File: src/rtl/cpu_def.sv
// Shared core definitions: writeback-select and forwarding-select encodings,
// plus the MDU handshake state type used by the hazard controller.
package cpu_def;

    localparam logic [1:0] WB_SEL_ALU = 2'd0;
    localparam logic [1:0] WB_SEL_LSU = 2'd1;
    localparam logic [1:0] WB_SEL_PC4 = 2'd2;
    localparam logic [1:0] WB_SEL_CSR = 2'd3;

    localparam logic [1:0] FWD_RF = 2'd0;
    localparam logic [1:0] FWD_M  = 2'd1;
    localparam logic [1:0] FWD_W  = 2'd2;

    typedef enum logic [1:0] {
        MDU_IDLE = 2'd0,
        MDU_BUSY = 2'd1,
        MDU_DONE = 2'd2
    } mdu_state_e;

    // M is the younger producer, so it shadows W when both match.
    function automatic logic [1:0] fwd_pick(input logic hit_m, input logic hit_w);
        logic [1:0] sel;
        if (hit_m) begin
            sel = FWD_M;
        end else if (hit_w) begin
            sel = FWD_W;
        end else begin
            sel = FWD_RF;
        end
        return sel;
    endfunction

endpackage

File: src/rtl/hazard_ctrl_if.sv
// Pipeline-side bundle of the hazard controller: register fields and stage
// status in, stage control, operand selects and perf counters out.
interface hazard_ctrl_if #(
    parameter int AW    = 5,
    parameter int CNT_W = 32
);
    logic [AW-1:0]    rs1_addrD, rs2_addrD, rs1_addrE, rs2_addrE;
    logic             rs1_useD, rs2_useD, rs1_useE, rs2_useE;
    logic [AW-1:0]    rd_addrE, rd_addrM, rd_addrW;
    logic             rd_wr_enE, rd_wr_enM, rd_wr_enW;
    logic [1:0]       wb_selE;
    logic             br_selE;
    logic             mdu_reqE;
    logic             mdu_done;
    logic             lsu_ready;
    logic             cnt_clr;
    logic             mdu_go;
    logic             stallF, stallD, stallE, stallM;
    logic             flushD, flushE, flushM;
    logic [1:0]       fwa_sel, fwb_sel;
    logic [CNT_W-1:0] stall_cnt, flush_cnt;

    modport master (
        output rs1_addrD, rs2_addrD, rs1_addrE, rs2_addrE,
        output rs1_useD, rs2_useD, rs1_useE, rs2_useE,
        output rd_addrE, rd_addrM, rd_addrW, rd_wr_enE, rd_wr_enM, rd_wr_enW,
        output wb_selE, br_selE, mdu_reqE, mdu_done, lsu_ready, cnt_clr,
        input  mdu_go, stallF, stallD, stallE, stallM, flushD, flushE, flushM,
        input  fwa_sel, fwb_sel, stall_cnt, flush_cnt
    );

    modport slave (
        input  rs1_addrD, rs2_addrD, rs1_addrE, rs2_addrE,
        input  rs1_useD, rs2_useD, rs1_useE, rs2_useE,
        input  rd_addrE, rd_addrM, rd_addrW, rd_wr_enE, rd_wr_enM, rd_wr_enW,
        input  wb_selE, br_selE, mdu_reqE, mdu_done, lsu_ready, cnt_clr,
        output mdu_go, stallF, stallD, stallE, stallM, flushD, flushE, flushM,
        output fwa_sel, fwb_sel, stall_cnt, flush_cnt
    );
endinterface

File: src/rtl/hazard_ctrl_chk.sv
// Protocol checks for the hazard controller's MDU handshake.
module hazard_ctrl_chk
    import cpu_def::*;
(
    input logic       clk,
    input logic       rst,
    input mdu_state_e state_i,
    input logic       mdu_req_i
);
    // An MDU op may not leave E while its result is still outstanding.
    property p_req_held_in_busy;
        @(posedge clk) disable iff (rst) (state_i == MDU_BUSY) |-> mdu_req_i;
    endproperty

    a_req_held_in_busy: assert property (p_req_held_in_busy);
endmodule

File: src/rtl/hazard_perf_cnt.sv
// Saturating event counter; a clear in the same cycle as an event wins.
module hazard_perf_cnt #(
    parameter int CNT_W = 32
) (
    input  logic             clk,
    input  logic             rst,
    input  logic             inc_i,
    input  logic             clr_i,
    output logic [CNT_W-1:0] cnt_o
);
    logic [CNT_W-1:0] cnt_q, cnt_d;

    // Next count: clear, saturating increment, or hold.
    always_comb begin
        cnt_d = cnt_q;
        if (clr_i) begin
            cnt_d = {CNT_W{1'b0}};
        end else if (inc_i && (cnt_q != {CNT_W{1'b1}})) begin
            cnt_d = cnt_q + {{(CNT_W-1){1'b0}}, 1'b1};
        end else begin
            cnt_d = cnt_q;
        end
    end

    // Count register.
    always_ff @(posedge clk or posedge rst) begin
        if (rst) begin
            cnt_q <= {CNT_W{1'b0}};
        end else begin
            cnt_q <= cnt_d;
        end
    end

    assign cnt_o = cnt_q;
endmodule

File: src/rtl/hazard_ctrl.sv
// Hazard controller for the 5-stage core: operand forwarding, stall/flush
// arbitration, MDU start/done tracking and saturating stall/flush counters.
module hazard_ctrl
    import cpu_def::*;
#(
    parameter int AW        = 5,
    parameter bit FWD_EN    = 1'b1,
    parameter bit RF_BYPASS = 1'b1,
    parameter int CNT_W     = 32
) (
    input  logic         clk,
    input  logic         rst,
    hazard_ctrl_if.slave hz
);
    mdu_state_e state_q;
    logic       hit1m_s, hit1w_s, hit2m_s, hit2w_s;
    logic       dep_e_s, dep_m_s, dep_w_s;
    logic       lu_s, ri_s, freeze_s, ms_s, go_s, flush_ev_s;
    logic       stall_f_s, stall_d_s, stall_e_s, stall_m_s;
    logic       flush_d_s, flush_e_s, flush_m_s;
    logic [1:0] fwa_s, fwb_s;

    function automatic logic src_hit(input logic use_v, input logic [AW-1:0] rs,
                                     input logic [AW-1:0] rd, input logic wen);
        return use_v && (rs != {AW{1'b0}}) && (rs == rd) && wen;
    endfunction

    assign hit1m_s = src_hit(hz.rs1_useE, hz.rs1_addrE, hz.rd_addrM, hz.rd_wr_enM);
    assign hit1w_s = src_hit(hz.rs1_useE, hz.rs1_addrE, hz.rd_addrW, hz.rd_wr_enW);
    assign hit2m_s = src_hit(hz.rs2_useE, hz.rs2_addrE, hz.rd_addrM, hz.rd_wr_enM);
    assign hit2w_s = src_hit(hz.rs2_useE, hz.rs2_addrE, hz.rd_addrW, hz.rd_wr_enW);

    // Operand bypass selects for the E stage.
    always_comb begin
        fwa_s = FWD_RF;
        fwb_s = FWD_RF;
        if (FWD_EN) begin
            fwa_s = fwd_pick(hit1m_s, hit1w_s);
            fwb_s = fwd_pick(hit2m_s, hit2w_s);
        end else begin
            fwa_s = FWD_RF;
            fwb_s = FWD_RF;
        end
    end

    assign dep_e_s = src_hit(hz.rs1_useD, hz.rs1_addrD, hz.rd_addrE, hz.rd_wr_enE)
                   | src_hit(hz.rs2_useD, hz.rs2_addrD, hz.rd_addrE, hz.rd_wr_enE);
    assign dep_m_s = src_hit(hz.rs1_useD, hz.rs1_addrD, hz.rd_addrM, hz.rd_wr_enM)
                   | src_hit(hz.rs2_useD, hz.rs2_addrD, hz.rd_addrM, hz.rd_wr_enM);
    assign dep_w_s = src_hit(hz.rs1_useD, hz.rs1_addrD, hz.rd_addrW, hz.rd_wr_enW)
                   | src_hit(hz.rs2_useD, hz.rs2_addrD, hz.rd_addrW, hz.rd_wr_enW);

    assign lu_s = (hz.wb_selE == WB_SEL_LSU) && (hz.rd_addrE != {AW{1'b0}}) && dep_e_s;
    assign ri_s = !FWD_EN && (dep_e_s || dep_m_s || (!RF_BYPASS && dep_w_s));

    assign freeze_s   = !hz.lsu_ready;
    assign go_s       = (state_q == MDU_IDLE) && hz.mdu_reqE && hz.lsu_ready && !hz.mdu_done;
    assign ms_s       = ((state_q == MDU_IDLE) || (state_q == MDU_BUSY))
                        && hz.mdu_reqE && !hz.mdu_done;
    assign flush_ev_s = hz.br_selE && !freeze_s && !ms_s;

    // MDU handshake tracker; DONE parks a finished result behind a memory freeze.
    always_ff @(posedge clk or posedge rst) begin
        if (rst) begin
            state_q <= MDU_IDLE;
        end else begin
            case (state_q)
                MDU_IDLE: begin
                    if (go_s) state_q <= MDU_BUSY;
                    else      state_q <= MDU_IDLE;
                end
                MDU_BUSY: begin
                    if (hz.mdu_done && hz.lsu_ready) state_q <= MDU_IDLE;
                    else if (hz.mdu_done)            state_q <= MDU_DONE;
                    else                             state_q <= MDU_BUSY;
                end
                MDU_DONE: begin
                    if (hz.lsu_ready) state_q <= MDU_IDLE;
                    else              state_q <= MDU_DONE;
                end
                default: state_q <= MDU_IDLE;
            endcase
        end
    end

    // Stall/flush arbitration: freeze, MDU, branch, then data hazards.
    always_comb begin
        stall_f_s = 1'b0;
        stall_d_s = 1'b0;
        stall_e_s = 1'b0;
        stall_m_s = 1'b0;
        flush_d_s = 1'b0;
        flush_e_s = 1'b0;
        flush_m_s = 1'b0;
        if (freeze_s) begin
            stall_f_s = 1'b1;
            stall_d_s = 1'b1;
            stall_e_s = 1'b1;
            stall_m_s = 1'b1;
        end else if (ms_s) begin
            stall_f_s = 1'b1;
            stall_d_s = 1'b1;
            stall_e_s = 1'b1;
            flush_m_s = 1'b1;
        end else if (hz.br_selE) begin
            flush_d_s = 1'b1;
            flush_e_s = 1'b1;
        end else if (lu_s || ri_s) begin
            stall_f_s = 1'b1;
            stall_d_s = 1'b1;
            flush_e_s = 1'b1;
        end else begin
            stall_f_s = 1'b0;
        end
    end

    assign hz.mdu_go  = go_s;
    assign hz.stallF  = stall_f_s;
    assign hz.stallD  = stall_d_s;
    assign hz.stallE  = stall_e_s;
    assign hz.stallM  = stall_m_s;
    assign hz.flushD  = flush_d_s;
    assign hz.flushE  = flush_e_s;
    assign hz.flushM  = flush_m_s;
    assign hz.fwa_sel = fwa_s;
    assign hz.fwb_sel = fwb_s;

    hazard_perf_cnt #(.CNT_W(CNT_W)) u_stall_cnt (
        .clk   (clk),
        .rst   (rst),
        .inc_i (stall_f_s),
        .clr_i (hz.cnt_clr),
        .cnt_o (hz.stall_cnt)
    );

    hazard_perf_cnt #(.CNT_W(CNT_W)) u_flush_cnt (
        .clk   (clk),
        .rst   (rst),
        .inc_i (flush_ev_s),
        .clr_i (hz.cnt_clr),
        .cnt_o (hz.flush_cnt)
    );

    hazard_ctrl_chk u_chk (
        .clk       (clk),
        .rst       (rst),
        .state_i   (state_q),
        .mdu_req_i (hz.mdu_reqE)
    );
endmodule

File: src/flat_wrapper.sv
// flat-port wrapper written by rule: the top's interface ports become plain ports
module hazard_ctrl_flat import cpu_def::*;
#(
    parameter int AW        = 5,
    parameter bit FWD_EN    = 1'b1,
    parameter bit RF_BYPASS = 1'b1,
    parameter int CNT_W     = 32
)
  (clk, rst, hz_rs1_addrD, hz_rs2_addrD, hz_rs1_addrE, hz_rs2_addrE, hz_rs1_useD, hz_rs2_useD, hz_rs1_useE, hz_rs2_useE, hz_rd_addrE, hz_rd_addrM, hz_rd_addrW, hz_rd_wr_enE, hz_rd_wr_enM, hz_rd_wr_enW, hz_wb_selE, hz_br_selE, hz_mdu_reqE, hz_mdu_done, hz_lsu_ready, hz_cnt_clr, hz_mdu_go, hz_stallF, hz_stallD, hz_stallE, hz_stallM, hz_flushD, hz_flushE, hz_flushM, hz_fwa_sel, hz_fwb_sel, hz_stall_cnt, hz_flush_cnt);
  hazard_ctrl_if #(.AW(AW), .CNT_W(CNT_W)) hz_i ();
  input  logic clk;
  input  logic rst;
  input wire logic [$bits(hz_i.rs1_addrD)-1:0] hz_rs1_addrD;
  input wire logic [$bits(hz_i.rs2_addrD)-1:0] hz_rs2_addrD;
  input wire logic [$bits(hz_i.rs1_addrE)-1:0] hz_rs1_addrE;
  input wire logic [$bits(hz_i.rs2_addrE)-1:0] hz_rs2_addrE;
  input wire logic [$bits(hz_i.rs1_useD)-1:0] hz_rs1_useD;
  input wire logic [$bits(hz_i.rs2_useD)-1:0] hz_rs2_useD;
  input wire logic [$bits(hz_i.rs1_useE)-1:0] hz_rs1_useE;
  input wire logic [$bits(hz_i.rs2_useE)-1:0] hz_rs2_useE;
  input wire logic [$bits(hz_i.rd_addrE)-1:0] hz_rd_addrE;
  input wire logic [$bits(hz_i.rd_addrM)-1:0] hz_rd_addrM;
  input wire logic [$bits(hz_i.rd_addrW)-1:0] hz_rd_addrW;
  input wire logic [$bits(hz_i.rd_wr_enE)-1:0] hz_rd_wr_enE;
  input wire logic [$bits(hz_i.rd_wr_enM)-1:0] hz_rd_wr_enM;
  input wire logic [$bits(hz_i.rd_wr_enW)-1:0] hz_rd_wr_enW;
  input wire logic [$bits(hz_i.wb_selE)-1:0] hz_wb_selE;
  input wire logic [$bits(hz_i.br_selE)-1:0] hz_br_selE;
  input wire logic [$bits(hz_i.mdu_reqE)-1:0] hz_mdu_reqE;
  input wire logic [$bits(hz_i.mdu_done)-1:0] hz_mdu_done;
  input wire logic [$bits(hz_i.lsu_ready)-1:0] hz_lsu_ready;
  input wire logic [$bits(hz_i.cnt_clr)-1:0] hz_cnt_clr;
  output wire logic [$bits(hz_i.mdu_go)-1:0] hz_mdu_go;
  output wire logic [$bits(hz_i.stallF)-1:0] hz_stallF;
  output wire logic [$bits(hz_i.stallD)-1:0] hz_stallD;
  output wire logic [$bits(hz_i.stallE)-1:0] hz_stallE;
  output wire logic [$bits(hz_i.stallM)-1:0] hz_stallM;
  output wire logic [$bits(hz_i.flushD)-1:0] hz_flushD;
  output wire logic [$bits(hz_i.flushE)-1:0] hz_flushE;
  output wire logic [$bits(hz_i.flushM)-1:0] hz_flushM;
  output wire logic [$bits(hz_i.fwa_sel)-1:0] hz_fwa_sel;
  output wire logic [$bits(hz_i.fwb_sel)-1:0] hz_fwb_sel;
  output wire logic [$bits(hz_i.stall_cnt)-1:0] hz_stall_cnt;
  output wire logic [$bits(hz_i.flush_cnt)-1:0] hz_flush_cnt;
  assign hz_i.rs1_addrD = hz_rs1_addrD;
  assign hz_i.rs2_addrD = hz_rs2_addrD;
  assign hz_i.rs1_addrE = hz_rs1_addrE;
  assign hz_i.rs2_addrE = hz_rs2_addrE;
  assign hz_i.rs1_useD = hz_rs1_useD;
  assign hz_i.rs2_useD = hz_rs2_useD;
  assign hz_i.rs1_useE = hz_rs1_useE;
  assign hz_i.rs2_useE = hz_rs2_useE;
  assign hz_i.rd_addrE = hz_rd_addrE;
  assign hz_i.rd_addrM = hz_rd_addrM;
  assign hz_i.rd_addrW = hz_rd_addrW;
  assign hz_i.rd_wr_enE = hz_rd_wr_enE;
  assign hz_i.rd_wr_enM = hz_rd_wr_enM;
  assign hz_i.rd_wr_enW = hz_rd_wr_enW;
  assign hz_i.wb_selE = hz_wb_selE;
  assign hz_i.br_selE = hz_br_selE;
  assign hz_i.mdu_reqE = hz_mdu_reqE;
  assign hz_i.mdu_done = hz_mdu_done;
  assign hz_i.lsu_ready = hz_lsu_ready;
  assign hz_i.cnt_clr = hz_cnt_clr;
  assign hz_mdu_go = hz_i.mdu_go;
  assign hz_stallF = hz_i.stallF;
  assign hz_stallD = hz_i.stallD;
  assign hz_stallE = hz_i.stallE;
  assign hz_stallM = hz_i.stallM;
  assign hz_flushD = hz_i.flushD;
  assign hz_flushE = hz_i.flushE;
  assign hz_flushM = hz_i.flushM;
  assign hz_fwa_sel = hz_i.fwa_sel;
  assign hz_fwb_sel = hz_i.fwb_sel;
  assign hz_stall_cnt = hz_i.stall_cnt;
  assign hz_flush_cnt = hz_i.flush_cnt;
  hazard_ctrl #(.AW(AW), .FWD_EN(FWD_EN), .RF_BYPASS(RF_BYPASS), .CNT_W(CNT_W)) u_core (.clk(clk), .rst(rst), .hz(hz_i));
endmodule
File: config.mk
export PLATFORM = sky130hd
export DESIGN_NAME = hazard_ctrl_flat
export DESIGN_NICKNAME = d
export VERILOG_FILES = /design/src/rtl/cpu_def.sv /design/src/rtl/hazard_ctrl_if.sv /design/src/rtl/hazard_ctrl_chk.sv /design/src/rtl/hazard_perf_cnt.sv /design/src/rtl/hazard_ctrl.sv /design/src/flat_wrapper.sv
export SDC_FILE = /design/constraint.sdc
export NUM_CORES = 1
export LEC_CHECK = 0
export ABC_AREA = 1
export ABC_CLOCK_PERIOD_IN_PS = 2200
export CAP_MARGIN = 10
export CORE_AREA = 3 3 106 108
export DETAILED_ROUTE_END_ITERATION = 10
export DIE_AREA = 0 0 109 111
export PLACE_DENSITY = 0.89
export REMOVE_ABC_BUFFERS = 1
export SLEW_MARGIN = 20
export SYNTH_ARGS = -nofsm -noshare
export SYNTH_HDL_FRONTEND = slang
export SYNTH_SLANG_ARGS = --single-unit
File: constraint.sdc
create_clock -name clk -period 2.2 [get_ports clk]
set_input_delay 0.33 -clock clk [delete_from_list [all_inputs] [get_ports clk]]
set_output_delay 0.33 -clock clk [all_outputs]
set_load 0.05 [all_outputs]
==> flow_summary.toml <==
[status]
outcome = "finished clean"

[clock_network]
cts_tree = "done"
clk_path_buf_depth = 2
cts.sinks = 66
cts_hold_buf = 0
clk_pin_slew_ns = 0.07
cts_max_level = 3
post_cts_buffers = 0
clkLatencyLatePin_ns = 0.35
cts_made_buffers = 9
ctsRootBufferMaster = "clkbuf_8"

[placed_design]
gpl.final_weighted_congestion = 0.9686
dp.cells = 1051
numPortBuffers = 126
dp_hpwl_mm = 11.81
placed_cell_area_um2 = 6726

[synthesis]
syn_area_um2 = 5156
synth_area_leaders = "dfrtp_1 (32%), nand2_1 (18%), nor2_1 (8.9%)"
yosys.cell_types.count = 36
synth_top_area_share_pct = 32.03
yosysTopAreaCell = "dfrtp_1"
synth_seq_cells = 66
synth-edff-count = 0
ys_warn_count = 0
synth_cells = 794
avgSynthCellArea_um2 = 6.494
synth-seq-area-share_pct = 32.03
async_reset_ff_share_pct = 100.0
ys.flop_type = "dfrtp_1"

[sta]
fin_crit_ns = 2.119
max-slew-margin-rel_pct = 65.38
hold-worst-slack_ns = 0.2780
fin_crit_sh_pct = 96.32
worst_slew_pin_slew_ns = 0.5177
slew_viol_final = 0
rsz0062_at_grt = "true"
worst_clock_skew_ns = 0.008836
max_freq_ghz = 0.4719
setup_viol = 0
fin_setup_tns_ns = 0
hold_viol_final = 0

[routing]
wl_per_cell_um = 14.48
viasPerCell = 5.381
wl_mm = 15.45
drc_errors = 0
first_iter_violations = 358
dr.pass1.iters = 5
via_count = 5742
ant_nets = 0

[grt]
antenna_found_initial = 0
grt_max_degree = 50
gr-usage-all-layers_pct = 25.66
overflow = 0
grt_pass1_vias = 5366
grt_pass1_wl_mm = 25.21

[finish]
syn2layout_area_growth_pct = 34.65
stdcell_area_um2 = 6943
fill_cells = 886
fin_cells = 1067
final_util_pct = 67.25
regArea_um2 = 1652
final_common_cell = "nand2_1"
drive_gt1_share_pct = 10.10
multi_input_area_um2 = 3030
final_cell_mix = "nand2_1 (254), nor2_1 (117), clkdlybuf4s50_1 (110), inv_1 (81), dfrtp_1 (66)"
antenna_cells = 0
fin_nets = 979

[die]
die_y_um = 111
die_area_um2 = 12100
row_count = 37
die_w_um = 109
io_pins = 127
core-area_um2 = 10320
start_util_pct = 49.95

[setup_path]
cp-start-kind = "primary input"
crit_buf_inv = 4
max_stage_delay_ns = 0.48
crit_arrival_ns = 1.79
cp_data_required_time_ns = 1.87
cp-end-kind = "output port"
crit_family = "buffers and inverters"
crit_chain = "clkdlybuf4s50_1 > inv_1 > nand2_1 > o41ai_2 > inv_1 > nand2_1 > nor2_2 > nor2_2 > buf_12"
critPathSlowestCell = "clkdlybuf4s50_1"
worst-setup-path-type = "primary input to output port"
critPathMaxFanout = 4

[worst_hold_path]
hold_path_class = "primary input to async pin"

[power]
p_leak_uw = 0.003058
vdd_drop_max_v = 0.0003543
power.density_nw_per_um2 = 393.5

[job]
drv_cap = 0
## worst paths after layout
kind,start,to,slack (ns),depth (start not counted)
max,hz_rs2_addrE[0],hz_fwb_sel[1],0.08,9
min,rst,u_core.u_flush_cnt.cnt_o[6],0.28,2
max reg2reg,u_core.u_flush_cnt.cnt_o[1],u_core.u_flush_cnt.cnt_o[12],0.20,11
min reg2reg,u_core.state_q[1],u_core.state_q[1],0.49,1
max in group asynchronous,rst,u_core.u_stall_cnt.cnt_o[31],1.33,3
min in group clk,u_core.state_q[1],u_core.state_q[1],0.49,1
## worst reg2reg max path, stage by stage, from the launching register on
cell and delay (ns):
dfrtp_1 0.41, ha_1 0.26, nand2_1 0.15, nor2_4 0.20
nand2_2 0.11, nor2_4 0.12, nand2_2 0.08, nand2_4 0.11
nand2_4 0.15, inv_2 0.19, nand2_1 0.07, o31ai_1 0.06
## flip-flops by register name, summed over array words and instances (netlist names)
name and flops:
u_core.u_flush_cnt.cnt_o 32, u_core.state_q 2, u_core.u_stall_cnt.cnt_o 32
## layout make-up
| cell class | instances | area share (%) |
|---|---|---|
| sequential | 66 | 23.79 |
| timing repair buffer | 145 | 22.63 |
| clock inverter | 4 | 0.3784 |
| inverter | 90 | 4.866 |
| clock buffer | 12 | 2.235 |
| tap | 136 | 2.451 |
| multi-input combinational | 614 | 43.65 |
## per-layer routing
layer / vias to the layer above / global-route usage, % / wire length [um]
met5: - / 0 / 0
li1: 2804 / - / -
met1: 2586 / 32.44 / 6076
met4: 0 / 9.343 / 505
met2: 305 / 42.42 / 7633
met3: 47 / 5.708 / 1230
## kinds of logic after synthesis
kind of cell	Yosys count	synth area share (%)
AO/OA/AOI/OAI	48	6.625
XOR/XNOR	45	7.644
AND/OR/NAND/NOR	519	43.53
flip-flops	66	32.03
adder cells (fa/ha/maj)	2	0.4852
buffers and inverters	114	9.682
## synth_stat cells (2+ instances only)
cell and n:
a211oi_1 4, a21o_1 2, a21oi_1 2, buf_1 2, buf_4 7, buf_6 6, clkbuf_1 9, dfrtp_1 66
ha_1 2, inv_1 84, inv_2 6, nand2_1 254, nand2_2 4, nand2_4 3, nand3_1 57, nand3_2 2
nand4_1 32, nor2_1 122, nor2_2 2, nor2_4 2, nor3_1 33, nor3_2 3, nor4_1 2, o2111ai_1 2
o21ai_0 14, o21ai_2 15, o22ai_1 3, o31ai_1 2, o41ai_1 2, xnor2_1 17, xor2_1 28
## metrics by stage
| stage | setup WS, ns | total power (uW) |
|---|---|---|
| floorplan | -0.9641 | 1506 |
| global placement | 0.1040 | 1781 |
| detailed placement | 0.01737 | 1789 |
| CTS | 0.02344 | 2748 |
| global route | -0.07275 | 2857 |
| finish | 0.08104 | 2732 |
## power breakdown
group          leakage, uW  internal, uW  switching (uW)
Combinational      0.00205           221             315
Sequential        0.000918          1220            13.0
Clock            0.0000924           469             490
## repair_timing
item                                    in CTS  in global routing
endpoints found under the setup margin       0                  5
endpoints found under the hold margin        0                  0
gates resized for setup                      0                 14
(Power assumes the default switching activity.)
